**config.mk**
```make
export PLATFORM = sky130hd
export DESIGN_NAME = lcd_ctrl
export DESIGN_NICKNAME = d
export VERILOG_FILES = /design/src/rtl/lcd_ctrl.sv
export SDC_FILE = /design/constraint.sdc
export NUM_CORES = 1
export LEC_CHECK = 0
export CAP_MARGIN = 25
export CORE_ASPECT_RATIO = 0.9
export CORE_UTILIZATION = 30
export DETAILED_ROUTE_END_ITERATION = 10
export GPL_ROUTABILITY_DRIVEN = 0
export PLACE_DENSITY = 0.49
export SETUP_SLACK_MARGIN = 0.5
export SLEW_MARGIN = 30
export SYNTH_ARGS = -nofsm -noshare
export SYNTH_HDL_FRONTEND = slang
export SYNTH_SLANG_ARGS = --single-unit
```
**constraint.sdc**
```tcl
create_clock -name i_clk -period 2.99 [get_ports i_clk]
set_input_delay 0.299 -clock i_clk [delete_from_list [all_inputs] [get_ports i_clk]]
set_output_delay 0.299 -clock i_clk [all_outputs]
set_load 0.01 [all_outputs]
```
**src/rtl/lcd_ctrl.sv**
```systemverilog
`timescale 1ns/1ps
// lcd_ctrl: turns LSU LCD register writes into HD44780 setup/enable/hold/execution-wait pin timing.
// Defining LCD_INIT_EN adds a power-up wait and a built-in initialisation command sequence.
module lcd_ctrl #(
  parameter int unsigned T_SETUP = 2,
  parameter int unsigned T_PW    = 12,
  parameter int unsigned T_HOLD  = 2,
  parameter int unsigned T_EXEC  = 2000,
  parameter int unsigned T_LONG  = 80000,
  parameter int unsigned T_PWRUP = 750000,
  parameter int unsigned CNT_W   = 20
) (
  input  logic        i_clk,
  input  logic        i_rst_n,
  input  logic [31:0] i_io_lcd,
  output logic [7:0]  o_lcd_data,
  output logic        o_lcd_rs,
  output logic        o_lcd_rw,
  output logic        o_lcd_en,
  output logic        o_lcd_on,
  output logic        o_busy,
  output logic        o_overrun
);

  localparam longint unsigned CNT_LIM = 64'(1) << CNT_W;

  if (T_SETUP == 0 || T_PW == 0 || T_HOLD == 0 || T_EXEC == 0 || T_LONG == 0 || T_PWRUP == 0 ||
      64'(T_SETUP) >= CNT_LIM || 64'(T_PW) >= CNT_LIM || 64'(T_HOLD) >= CNT_LIM ||
      64'(T_EXEC) >= CNT_LIM || 64'(T_LONG) >= CNT_LIM || 64'(T_PWRUP) >= CNT_LIM) begin : g_cnt_chk
    $error("lcd_ctrl: timing parameters must be nonzero and fit in CNT_W bits");
  end

  localparam logic [CNT_W-1:0] SETUP_LAST = CNT_W'(T_SETUP - 1);
  localparam logic [CNT_W-1:0] PW_LAST    = CNT_W'(T_PW - 1);
  localparam logic [CNT_W-1:0] HOLD_LAST  = CNT_W'(T_HOLD - 1);
  localparam logic [CNT_W-1:0] EXEC_LAST  = CNT_W'(T_EXEC - 1);
  localparam logic [CNT_W-1:0] LONG_LAST  = CNT_W'(T_LONG - 1);

  typedef enum logic [2:0] {S_IDLE, S_PWRUP, S_SETUP, S_PULSE, S_HOLD, S_EXEC} state_e;

`ifdef LCD_INIT_EN
  localparam logic [CNT_W-1:0] PWRUP_LAST = CNT_W'(T_PWRUP - 1);
  localparam state_e RST_STATE = S_PWRUP;
`else
  localparam state_e RST_STATE = S_IDLE;
`endif

  state_e           state_q;
  logic [CNT_W-1:0] cnt_q;
  logic             strobe_q;
  logic [7:0]       data_q;
  logic             rs_q;
  logic             en_q;
  logic             on_q;
  logic             busy_q;
  logic             ovr_q;
  logic             long_q;
`ifdef LCD_INIT_EN
  logic [2:0]       idx_q;
  logic             init_q;
`endif

  logic req_c;
  logic unused_io;
  assign req_c     = i_io_lcd[10] & ~strobe_q;
  assign unused_io = ^{i_io_lcd[30:11], i_io_lcd[8]};

  // Clear/home commands need the long execution wait.
  function automatic logic is_long(input logic rs, input logic [7:0] d);
    return !rs && (d == 8'h01 || d == 8'h02 || d == 8'h03);
  endfunction

`ifdef LCD_INIT_EN
  function automatic logic [7:0] init_byte(input logic [2:0] i);
    case (i)
      3'd0, 3'd1, 3'd2: return 8'h38;
      3'd3:             return 8'h0C;
      3'd4:             return 8'h01;
      default:          return 8'h06;
    endcase
  endfunction
`endif

  always_ff @(posedge i_clk or negedge i_rst_n) begin
    if (!i_rst_n) begin
      state_q  <= RST_STATE;
      cnt_q    <= '0;
      strobe_q <= 1'b0;
      data_q   <= 8'h00;
      rs_q     <= 1'b0;
      en_q     <= 1'b0;
      on_q     <= 1'b0;
      busy_q   <= 1'b0;
      ovr_q    <= 1'b0;
      long_q   <= 1'b0;
`ifdef LCD_INIT_EN
      idx_q    <= 3'd0;
      init_q   <= 1'b1;
`endif
    end else begin
      strobe_q <= i_io_lcd[10];
      on_q     <= i_io_lcd[31];
      if (req_c && state_q != S_IDLE) ovr_q <= 1'b1;
      case (state_q)
        S_IDLE: if (req_c) begin
          data_q  <= i_io_lcd[7:0];
          rs_q    <= i_io_lcd[9];
          long_q  <= is_long(i_io_lcd[9], i_io_lcd[7:0]);
          ovr_q   <= 1'b0;
          busy_q  <= 1'b1;
          cnt_q   <= '0;
          state_q <= S_SETUP;
        end
        S_SETUP: if (cnt_q == SETUP_LAST) begin
          cnt_q   <= '0;
          en_q    <= 1'b1;
          state_q <= S_PULSE;
        end else cnt_q <= cnt_q + CNT_W'(1);
        S_PULSE: if (cnt_q == PW_LAST) begin
          cnt_q   <= '0;
          en_q    <= 1'b0;
          state_q <= S_HOLD;
        end else cnt_q <= cnt_q + CNT_W'(1);
        S_HOLD: if (cnt_q == HOLD_LAST) begin
          cnt_q   <= '0;
          state_q <= S_EXEC;
        end else cnt_q <= cnt_q + CNT_W'(1);
        S_EXEC: if (cnt_q == (long_q ? LONG_LAST : EXEC_LAST)) begin
          cnt_q <= '0;
`ifdef LCD_INIT_EN
          if (init_q && idx_q != 3'd5) begin
            idx_q   <= idx_q + 3'd1;
            data_q  <= init_byte(idx_q + 3'd1);
            long_q  <= is_long(1'b0, init_byte(idx_q + 3'd1));
            state_q <= S_SETUP;
          end else begin
            init_q  <= 1'b0;
            busy_q  <= 1'b0;
            state_q <= S_IDLE;
          end
`else
          busy_q  <= 1'b0;
          state_q <= S_IDLE;
`endif
        end else cnt_q <= cnt_q + CNT_W'(1);
`ifdef LCD_INIT_EN
        // First cycle after reset only raises busy so the wait spans T_PWRUP busy cycles.
        S_PWRUP: if (!busy_q) begin
          busy_q <= 1'b1;
        end else if (cnt_q == PWRUP_LAST) begin
          cnt_q   <= '0;
          idx_q   <= 3'd0;
          init_q  <= 1'b1;
          data_q  <= init_byte(3'd0);
          rs_q    <= 1'b0;
          long_q  <= is_long(1'b0, init_byte(3'd0));
          state_q <= S_SETUP;
        end else cnt_q <= cnt_q + CNT_W'(1);
`endif
        default: state_q <= S_IDLE;
      endcase
    end
  end

  assign o_lcd_data = data_q;
  assign o_lcd_rs   = rs_q;
  assign o_lcd_rw   = 1'b0;
  assign o_lcd_en   = en_q;
  assign o_lcd_on   = on_q;
  assign o_busy     = busy_q;
  assign o_overrun  = ovr_q;

endmodule

```
==> results of run 1 <==
## synthesized netlist by cell type (3+ instances only)
| library cell | number | area (µm²) |
|---|---|---|
| nor4_1 | 9 | 56.3 |
| nor4_4 | 3 | 63.8 |
| clkbuf_1 | 11 | 41.3 |
| nand2b_1 | 3 | 18.8 |
| dfrtp_1 | 38 | 951 |
| nand3_1 | 8 | 40.0 |
| o21ai_0 | 15 | 75.1 |
| nor3_1 | 15 | 75.1 |
| nor2_1 | 14 | 52.6 |
| mux2_2 | 10 | 113 |
| o21ai_1 | 3 | 15.0 |
| o31ai_1 | 5 | 37.5 |
| a21oi_1 | 4 | 20.0 |
| inv_1 | 7 | 26.3 |
| nand2_1 | 19 | 71.3 |
| mux2i_1 | 4 | 40.0 |
| nand4_1 | 6 | 37.5 |
| buf_2 | 3 | 15.0 |
| and3_1 | 4 | 25.0 |
| o22ai_1 | 4 | 25.0 |
## worst max-delay path, delay by kind of cell, from the launching register on
| family | cells | cell delay (ns) |
|---|---|---|
| simple gates | 2 | 0.96 |
| compound gates | 3 | 0.63 |
| flops | 1 | 0.45 |
| buf+inv | 1 | 0.20 |
## area by class of cell
type / count / share of cell area [%]
multi-input cells: 161 / 42.1
flip-flops and latches: 38 / 35.9
repair buffers: 35 / 12.6
well taps: 90 / 4.25
clock buffers: 5 / 2.60
clock inverters: 3 / 1.51
inverters: 7 / 0.991
## path summary, 6_finish.rpt
path,from,end,slack (ns),depth (start not counted)
max,cnt_q[12],cnt_q[17],0.61,6
min,i_rst_n,cnt_q[17],-0.03,1
max reg2reg,cnt_q[12],cnt_q[17],0.61,6
min reg2reg,o_lcd_data[2],o_lcd_data[2],0.51,1
max in group asynchronous,i_rst_n,state_q[1],2.66,1
min in group i_clk,i_io_lcd[31],o_lcd_on,0.44,1
## cell families (layout without fill, tap and decap cells)
kind of cell / count (synthesis) / after routing / synth area share (%)
mux: 14 / 14 / 7.20
compound gates: 46 / 46 / 14.1
other cells: 1 / 1 / 0.177
simple gates: 96 / 96 / 26.4
fa+ha+maj: 2 / 2 / 1.18
flops: 38 / 38 / 44.8
xor+xnor: 2 / 2 / 0.826
buf+inv: 24 / 50 / 5.31
## sequential cells by signal, indices dropped and copies added (netlist names), named ones only
signal	cells
o_busy	1
o_lcd_en	1
state_q	3
o_lcd_rs	1
o_lcd_on	1
long_q	1
strobe_q	1
o_lcd_data	8
cnt_q	20
## cells in the final DEF, fill, tap and decap left out, types with 5 or more instances in the layout
master            n
buf_4            10
nand3_1           8
nand4_1           6
nor2_1           14
nand2_1          19
clkdlybuf4s50_1  24
dfrtp_1          38
nor4_1            7
clkbuf_8          5
inv_1             7
mux2_2           10
o21ai_0          15
nor3_1           15
## through the flow
stage	setup slack (ns)	util, %	cells
after floorplan	0.788	-	223
after global placement	0.450	37.2	331
after detailed placement	0.450	37.2	331
after CTS	0.513	38.9	339
after global routing	0.518	39.6	339
final	0.609	39.6	339
## repair_timing
item / in CTS / in global routing
cloned: 0 / 0
resized for setup: 2 / 7
pin swaps: 1 / 0
setup endpoints to repair: 20 / 15
## power by group through the flow
| stage | registers, mW | clock network (mW) | logic [mW] |
|---|---|---|---|
| floorplan | 0.728 | 0 | 0.485 |
| global placement | 0.729 | 0 | 0.864 |
| detailed placement | 0.730 | 0 | 0.862 |
| CTS | 0.721 | 0.447 | 0.872 |
| global route | 0.742 | 0.470 | 0.946 |
| finish | 0.720 | 0.432 | 0.876 |
## per-layer routing
metal / GRT usage, % / up-vias / share of wire (%) / wire [µm]
li1: - / 879 / - / -
met5: 0 / - / 0 / 0
met1: 21.6 / 877 / 53 / 2790
met2: 22.1 / 24 / 43 / 2260
met3: 2.50 / 5 / 2.9 / 150
met4: 4.35 / 0 / 0.88 / 46
==> flow_summary.ini, run 1 <==
[sta]
rsz0062_at_grt = no
slew-limit-headroom_pct = 56.5
fmax_ghz = 0.420
finalSetupTns_ns = 0
holdWs_ns = -0.0272
finalCritPeriodShare_pct = 79.6
finClkSkew_ns = 0.00843
worst_pin_slew_ns = 0.646
maxSlewViolCount = 0
setup_violations = 0
fin_crit_ns = 2.38
finalHoldViolations = 38

[power_and_ir_drop]
power_frac_seq_pct = 35.5
cellInternalPower_mw = 1.30
p_leak_nw = 1.02
p_sw_mw = 0.730
ir_drop_mv = 0.297
combPwrFrac_pct = 43.2
swShare_pct = 36.0
total_power_mw = 2.03
pwr-share-clk_pct = 21.3
power_density_mw_per_mm2 = 765

[logic_synthesis]
ys_warn_count = 0
ys_types = 44
mappedNetlistNets = 259
netlist_area_mm2 = 0.00212
seq_area_frac_synth_pct = 44.8
async_flop_share_pct = 100
synth_top_flop_cell = dfrtp_1
synth-seq-cells = 38
synth_area_per_cell_um2 = 9.51
synth_edf_count = 0
synthCells = 223

[cts]
cts_tree = done
cts_sinks = 38
path_clk_slew_ns = 0.08
clockRootBuffer = clkbuf_8
clk_latency_ns = 0.29
post_cts_buffers = 0
clk_path_buf_depth = 2
holdBufCountCts = 0
numCtsBuffers = 5
cts-htree-levels = 2

[outcome]
violations = hold timing
outcome = complete, but fails checks

[final_layout]
multi_input_area_mm2 = 0.00112
layout-drive-gt1-share_pct = 18.5
n_antenna_cell = 0
regArea_um2 = 951
finalInstanceArea_mm2 = 0.00265
num-nets-final = 284
nFillCells = 669
synthToLayoutAreaGrowth_pct = 25.0

[global_route]
grt_usage_pct = 14.7
grt_pass1_vias = 1634
grt_max_degree = 39
antenna_found_initial = 0
grt-ovfl-total = 0
grt_pass1_wl_um = 8510

[setup_path]
critical_path.max_fanout = 8
worstSetupEndpointType = register
cpMaxStageDelayCell = or4_4
startpoint_type = register
required_ns = 3.15
criticalPathCategory = reg2reg
arrival_ns = 2.54
path_cells = or4_4, nor4_1, a21oi_2, buf_4, o311ai_0, o21ai_0
cpPeakStageDelay_ns = 0.61

[floorplanning]
fp.dieH_um = 81.8
start_util_pct = 31.7
io_pins = 48
die_w_um = 90.6
core_mm2 = 0.00669
die_area_mm2 = 0.00741
num_rows = 28

[routing]
drt-total-wl_um = 5240
vias = 1785
wl_per_cell_um = 15.5
ant_nets = 0
drc = 0
drt-pass1-iter-count = 4
drt_iter0_markers = 103
viasPerCell = 5.27

[worst_hold_path]
hold_path_class = in2async

[placement]
portBuffers = 25
dp.final_hpwl_um = 3630
placed_cell_area_mm2 = 0.00249

[flow_run]
maxCapViolations = 0
Power figures use the tool's default switching activity.
==> inputs of run 2 (changes only) <==
--- a/config.mk
+++ b/config.mk
@@ -10,7 +10,7 @@
 export CORE_UTILIZATION = 30
 export DETAILED_ROUTE_END_ITERATION = 10
 export GPL_ROUTABILITY_DRIVEN = 0
-export PLACE_DENSITY = 0.49
+export PLACE_DENSITY = 0.51
 export SETUP_SLACK_MARGIN = 0.5
 export SLEW_MARGIN = 30
 export SYNTH_ARGS = -nofsm -noshare
==> constraint.sdc (replaced) <==
create_clock -name i_clk -period 2.15 [get_ports i_clk]
set_input_delay 0.215 -clock i_clk [delete_from_list [all_inputs] [get_ports i_clk]]
set_output_delay 0.215 -clock i_clk [all_outputs]
set_load 0.01 [all_outputs]
==> run 2 against run 1 <==
The run ends with setup timing left. Clock skew increased by 0.0019 ns. Critical endpoint is now cnt_q[5]. Highest routed layer unchanged. Register-to-register slack got worse by 0.62 ns. Sequential share of layout area decreased by 5.0 points. Final cell count increased by 11%. Critical path type unchanged.
==> flow_summary.ini, run 2 (synthesized netlist as in run 1, its figures left out) <==
[outcome]
outcome = complete, but fails checks
violations = setup timing

[power_and_ir_drop]
power_frac_seq_pct = 31.0
p_leak_nw = 1.25
total_power_mw = 3.13
ir_drop_mv = 0.445
combPwrFrac_pct = 54.1
cellInternalPower_mw = 1.96
p_sw_mw = 1.17
power_density_mw_per_mm2 = 1020
swShare_pct = 37.4
pwr-share-clk_pct = 14.9

[setup_path]
critical_path.max_fanout = 5
criticalPathCategory = reg2reg
crit_buf_inv = 2
r2r_cells = 7
worstSetupEndpointType = register
arrival_ns = 2.32
worst-path-stages = 7
cpMaxStageDelayCell = or4_4
crit_family = simple AND/OR/NAND/NOR gates
path_cells = or4_4, o31ai_4, a31oi_4, nor3_4, buf_4, buf_6, o32ai_1
startpoint_type = register
required_ns = 2.31
cpPeakStageDelay_ns = 0.59

[routing]
drc = 0
viasPerCell = 5.21
drt_iter0_markers = 131
vias = 1965
drt-pass1-iter-count = 6
drt-total-wl_um = 5800
ant_nets = 0
wl_per_cell_um = 15.4

[sta]
setup_ws_ns = -0.0113
rsz0062_at_grt = yes
fmax_ghz = 0.463
finalHoldViolations = 0
finClkSkew_ns = 0.0104
setup_violations = 6
fin_crit_ns = 2.16
holdWs_ns = 0.328
finalCritPeriodShare_pct = 101
maxSlewViolCount = 0

[cts]
numCtsBuffers = 5
cts-htree-levels = 2
clk_path_buf_depth = 2
clockRootBuffer = clkbuf_8
path_clk_slew_ns = 0.08
cts_sinks = 38
clk_latency_ns = 0.29
cts_tree = done

[final_layout]
final_common_cell = buf_4
n_antenna_cell = 0
top_register = cnt_q
final_cell_mix = 39 x buf_4, 38 x dfrtp_1, 24 x clkdlybuf4s50_1, 19 x nand2_1
layout-drive-gt1-share_pct = 34.1
final_cells = 377
nFillCells = 614
synthToLayoutAreaGrowth_pct = 45.3
largest_reg_flops = 20
num-nets-final = 323

[floorplanning]
num_rows = 28
fp.dieH_um = 81.8
die_w_um = 90.6
start_util_pct = 31.7
core_mm2 = 0.00669
io_pins = 48
die_area_mm2 = 0.00741

[global_route]
grt_pass1_vias = 1890
grt_max_degree = 18
antenna_found_initial = 0
grt-ovfl-total = 0
grt_pass1_wl_um = 9540
grt_usage_pct = 16.6

[placement]
post-place-cells = 361
portBuffers = 25
pre_cts_ws_ns = -0.174
dp.final_hpwl_um = 4150

[worst_hold_path]
hold_path_class = in2async

[flow_run]
maxCapViolations = 0
[run 2: cell count changes in the layout (fill, tap and decap cells not counted), moves of 3 or more]
| cell | previous run | this run |
|---|---|---|
| o21ai_1 | 2 | 5 |
| buf_4 | 10 | 39 |
| o21ai_0 | 15 | 10 |
| buf_6 | 0 | 6 |
[run 2: worst paths after layout]
kind                          startpoint  slack (ns)            end
hold / removal                   i_rst_n        0.33      cnt_q[17]
setup / recovery               cnt_q[12]       -0.01       cnt_q[5]
hold reg to reg            o_lcd_data[0]        0.51  o_lcd_data[0]
min in group i_clk          i_io_lcd[31]        0.37       o_lcd_on
max in group asynchronous        i_rst_n        1.29       cnt_q[2]
setup reg to reg               cnt_q[12]       -0.01       cnt_q[5]
[run 2: cell type report]
type                            count  area, µm²  share of cell area, %
Clock buffer                        5       68.8                   2.23
Sequential cell                    38        951                   30.9
Clock inverter                      2       10.0                  0.325
Inverter                            7       26.3                  0.853
Multi-Input combinational cell    161       1240                   40.1
Tap cell                           90        113                   3.66
Timing Repair Buffer               74        676                   21.9
[run 2: layer usage]
| metal | vias to the layer above | part of all wire, % | global-route usage (%) |
|---|---|---|---|
| li1 | 953 | - | - |
| met1 | 962 | 49 | 23.1 |
| met2 | 43 | 46 | 26.4 |
| met3 | 7 | 4.7 | 3.80 |
| met4 | 0 | 0.81 | 3.87 |
| met5 | - | 0 | 0 |
[run 2: what timing repair did]
item,4_1_cts,5_1_grt
gates resized for setup,17,11
cloned,1,0
buffers inserted,6,1
hold endpoints to repair,10,0
endpoints found under the setup margin,25,25
pin swaps,7,6
hold buffers,1,0
[run 2: through the flow]
stage	util, %	setup TNS, ns	area (µm²)
3_5_place_dp	41.8	-1.33	2790
5_1_grt	46.0	-1.68	3080
4_1_cts	45.1	-0.0723	3020
6_report	46.0	-0.0370	3080
2_1_floorplan	-	0	2240
3_3_place_gp	41.8	-0.973	2790
[run 2: power by group through the flow]
stage                     registers, mW  logic, mW  clock network, mW
after floorplan                    1.01      0.761                  0
after global placement            0.977       1.39                  0
after detailed placement          0.984       1.40                  0
after CTS                         0.971       1.61              0.485
after global routing              0.997       1.82              0.513
final                             0.970       1.69              0.466
[run 2: worst reg2reg max path: stages (launching register included)]
cell and delay (ns):
dfrtp_1 0.39, or4_4 0.59, o31ai_4 0.24, a31oi_4 0.19, nor3_4 0.26, buf_4 0.15, buf_6 0.12, o32ai_1 0.09
==> inputs of run 3 (changes only) <==
--- a/config.mk
+++ b/config.mk
@@ -16,3 +16,4 @@
 export SYNTH_ARGS = -nofsm -noshare
 export SYNTH_HDL_FRONTEND = slang
 export SYNTH_SLANG_ARGS = --single-unit
+export TNS_END_PERCENT = 30
==> run 3 against run 2 <==
The run ends with hold timing left. Clock power up 23%. Total power down 0.30%. Die area did not move. Fmax rose by 1.1%. Wire length shrank 4.7%. Core utilization is 0.34 points lower. Final cell count fell by 0.80%. Combinational power fell by 7%.
==> flow_summary.ini, run 3 (synthesized netlist as in run 1, its figures left out) <==
[cts]
path_clk_slew_ns = 0.08
cts_sinks = 38
cts-htree-levels = 2
cts_tree = done
clk_latency_ns = 0.29
clk_path_buf_depth = 2
clockRootBuffer = clkbuf_8
numCtsBuffers = 5

[final_layout]
num-nets-final = 319
synthToLayoutAreaGrowth_pct = 44.2
n_antenna_cell = 0
final_cells = 374
top_register = cnt_q
largest_reg_flops = 20
final_common_cell = buf_4
finalInstanceArea_mm2 = 0.00306
layout-drive-gt1-share_pct = 33.1
final_cell_mix = 41 x buf_4, 38 x dfrtp_1, 24 x clkdlybuf4s50_1, 19 x nand2_1

[sta]
worst_pin_slew_ns = 0.509
finalSetupTns_ns = 0
holdWs_ns = -0.0245
slew-limit-headroom_pct = 65.8
fmax_ghz = 0.468
finClkSkew_ns = 0.0103
fin_crit_ns = 2.14
maxSlewViolCount = 0
setup_violations = 0
rsz0062_at_grt = yes
finalHoldViolations = 27
finalCritPeriodShare_pct = 99.4

[routing]
viasPerCell = 5.05
drt_iter0_markers = 116
ant_nets = 0
drt-pass1-iter-count = 4
vias = 1890
drt-total-wl_um = 5530
drc = 0
wl_per_cell_um = 14.8

[setup_path]
worstSetupEndpointType = register
startpoint_type = register
criticalPathCategory = reg2reg
required_ns = 2.33
arrival_ns = 2.31
critical_path.max_fanout = 9

[global_route]
antenna_found_initial = 0
grt_max_degree = 39
grt_usage_pct = 15.6
grt-ovfl-total = 0
grt_pass1_wl_um = 9070
grt_pass1_vias = 1837

[power_and_ir_drop]
ir_drop_mv = 0.520
p_leak_nw = 1.24
power_density_mw_per_mm2 = 1020
total_power_mw = 3.12

[placement]
placed_cell_area_mm2 = 0.00280
portBuffers = 25
dp.final_hpwl_um = 3840
post-place-cells = 359

[outcome]
violations = hold timing
outcome = complete, but fails checks

[floorplanning]
num_rows = 28
io_pins = 48
die_area_mm2 = 0.00741
die_w_um = 90.6
fp.dieH_um = 81.8
start_util_pct = 31.7
core_mm2 = 0.00669

[worst_hold_path]
hold_path_class = in2async

[flow_run]
maxCapViolations = 0
-- run 3: changes by cell type in the layout (fill, tap and decap cells not counted), sizes merged --
| cell | change |
|---|---|
| clkbuf | +3 |
| buf | -3 |
| dlygate4sd3 | -1 |
| clkinv | -2 |
-- run 3: final timing paths --
kind,to,cells past startpoint,slack [ns],from
max in group asynchronous,o_lcd_data[0],2,1.81,i_rst_n
setup / recovery,cnt_q[16],7,0.01,cnt_q[19]
min in group i_clk,o_lcd_on,1,0.37,i_io_lcd[31]
hold / removal,cnt_q[19],2,-0.02,i_rst_n
setup reg to reg,cnt_q[16],7,0.01,cnt_q[19]
hold reg to reg,o_lcd_data[4],1,0.51,o_lcd_data[4]
-- run 3: cell type report --
type                            count  area, µm²
Fill cell                         631       3630
Sequential cell                    38        951
Multi-Input combinational cell    161       1220
Tap cell                           90        113
Inverter                            7       26.3
Timing Repair Buffer               70        633
Clock buffer                        8        110
-- run 3: layer usage --
metal	track usage, %	up-vias	wire [µm]
li1	-	949	-
met1	22.7	915	2890
met2	24.4	24	2500
met3	3.06	2	129
met4	2.42	0	10
met5	0	-	0
-- run 3: through the flow --
step / util [%] / setup WS [ns]
6_report: 45.7 / 0.0131
5_1_grt: 45.7 / -0.0904
4_1_cts: 45.0 / 0.0118
3_5_place_dp: 41.8 / -0.106
3_3_place_gp: 41.8 / -0.0947
2_1_floorplan: - / 0.0547
-- run 3: power breakdown --
part	total, mW	switching [mW]	internal, mW	leakage [nW]
registers	0.967	0.101	0.866	0.492
clock network	0.573	0.249	0.324	0.0575
logic	1.58	0.764	0.814	0.695
-- run 3: worst max-delay path: stages, from the launching register on --
cell and delay, ns:
dfrtp_1 0.38, or4_4 0.58, nor4_4 0.25, a31oi_4 0.16
buf_12 0.18, buf_4 0.15, nor4_4 0.26, nor3_1 0.07
-- run 3: what timing repair did --
item                                    4_1_cts  5_1_grt
endpoints found under the setup margin       25       25
setup buffers                                 5        2
pin swaps                                     7        1
hold buffers                                  0        0
resized for setup                            15        5
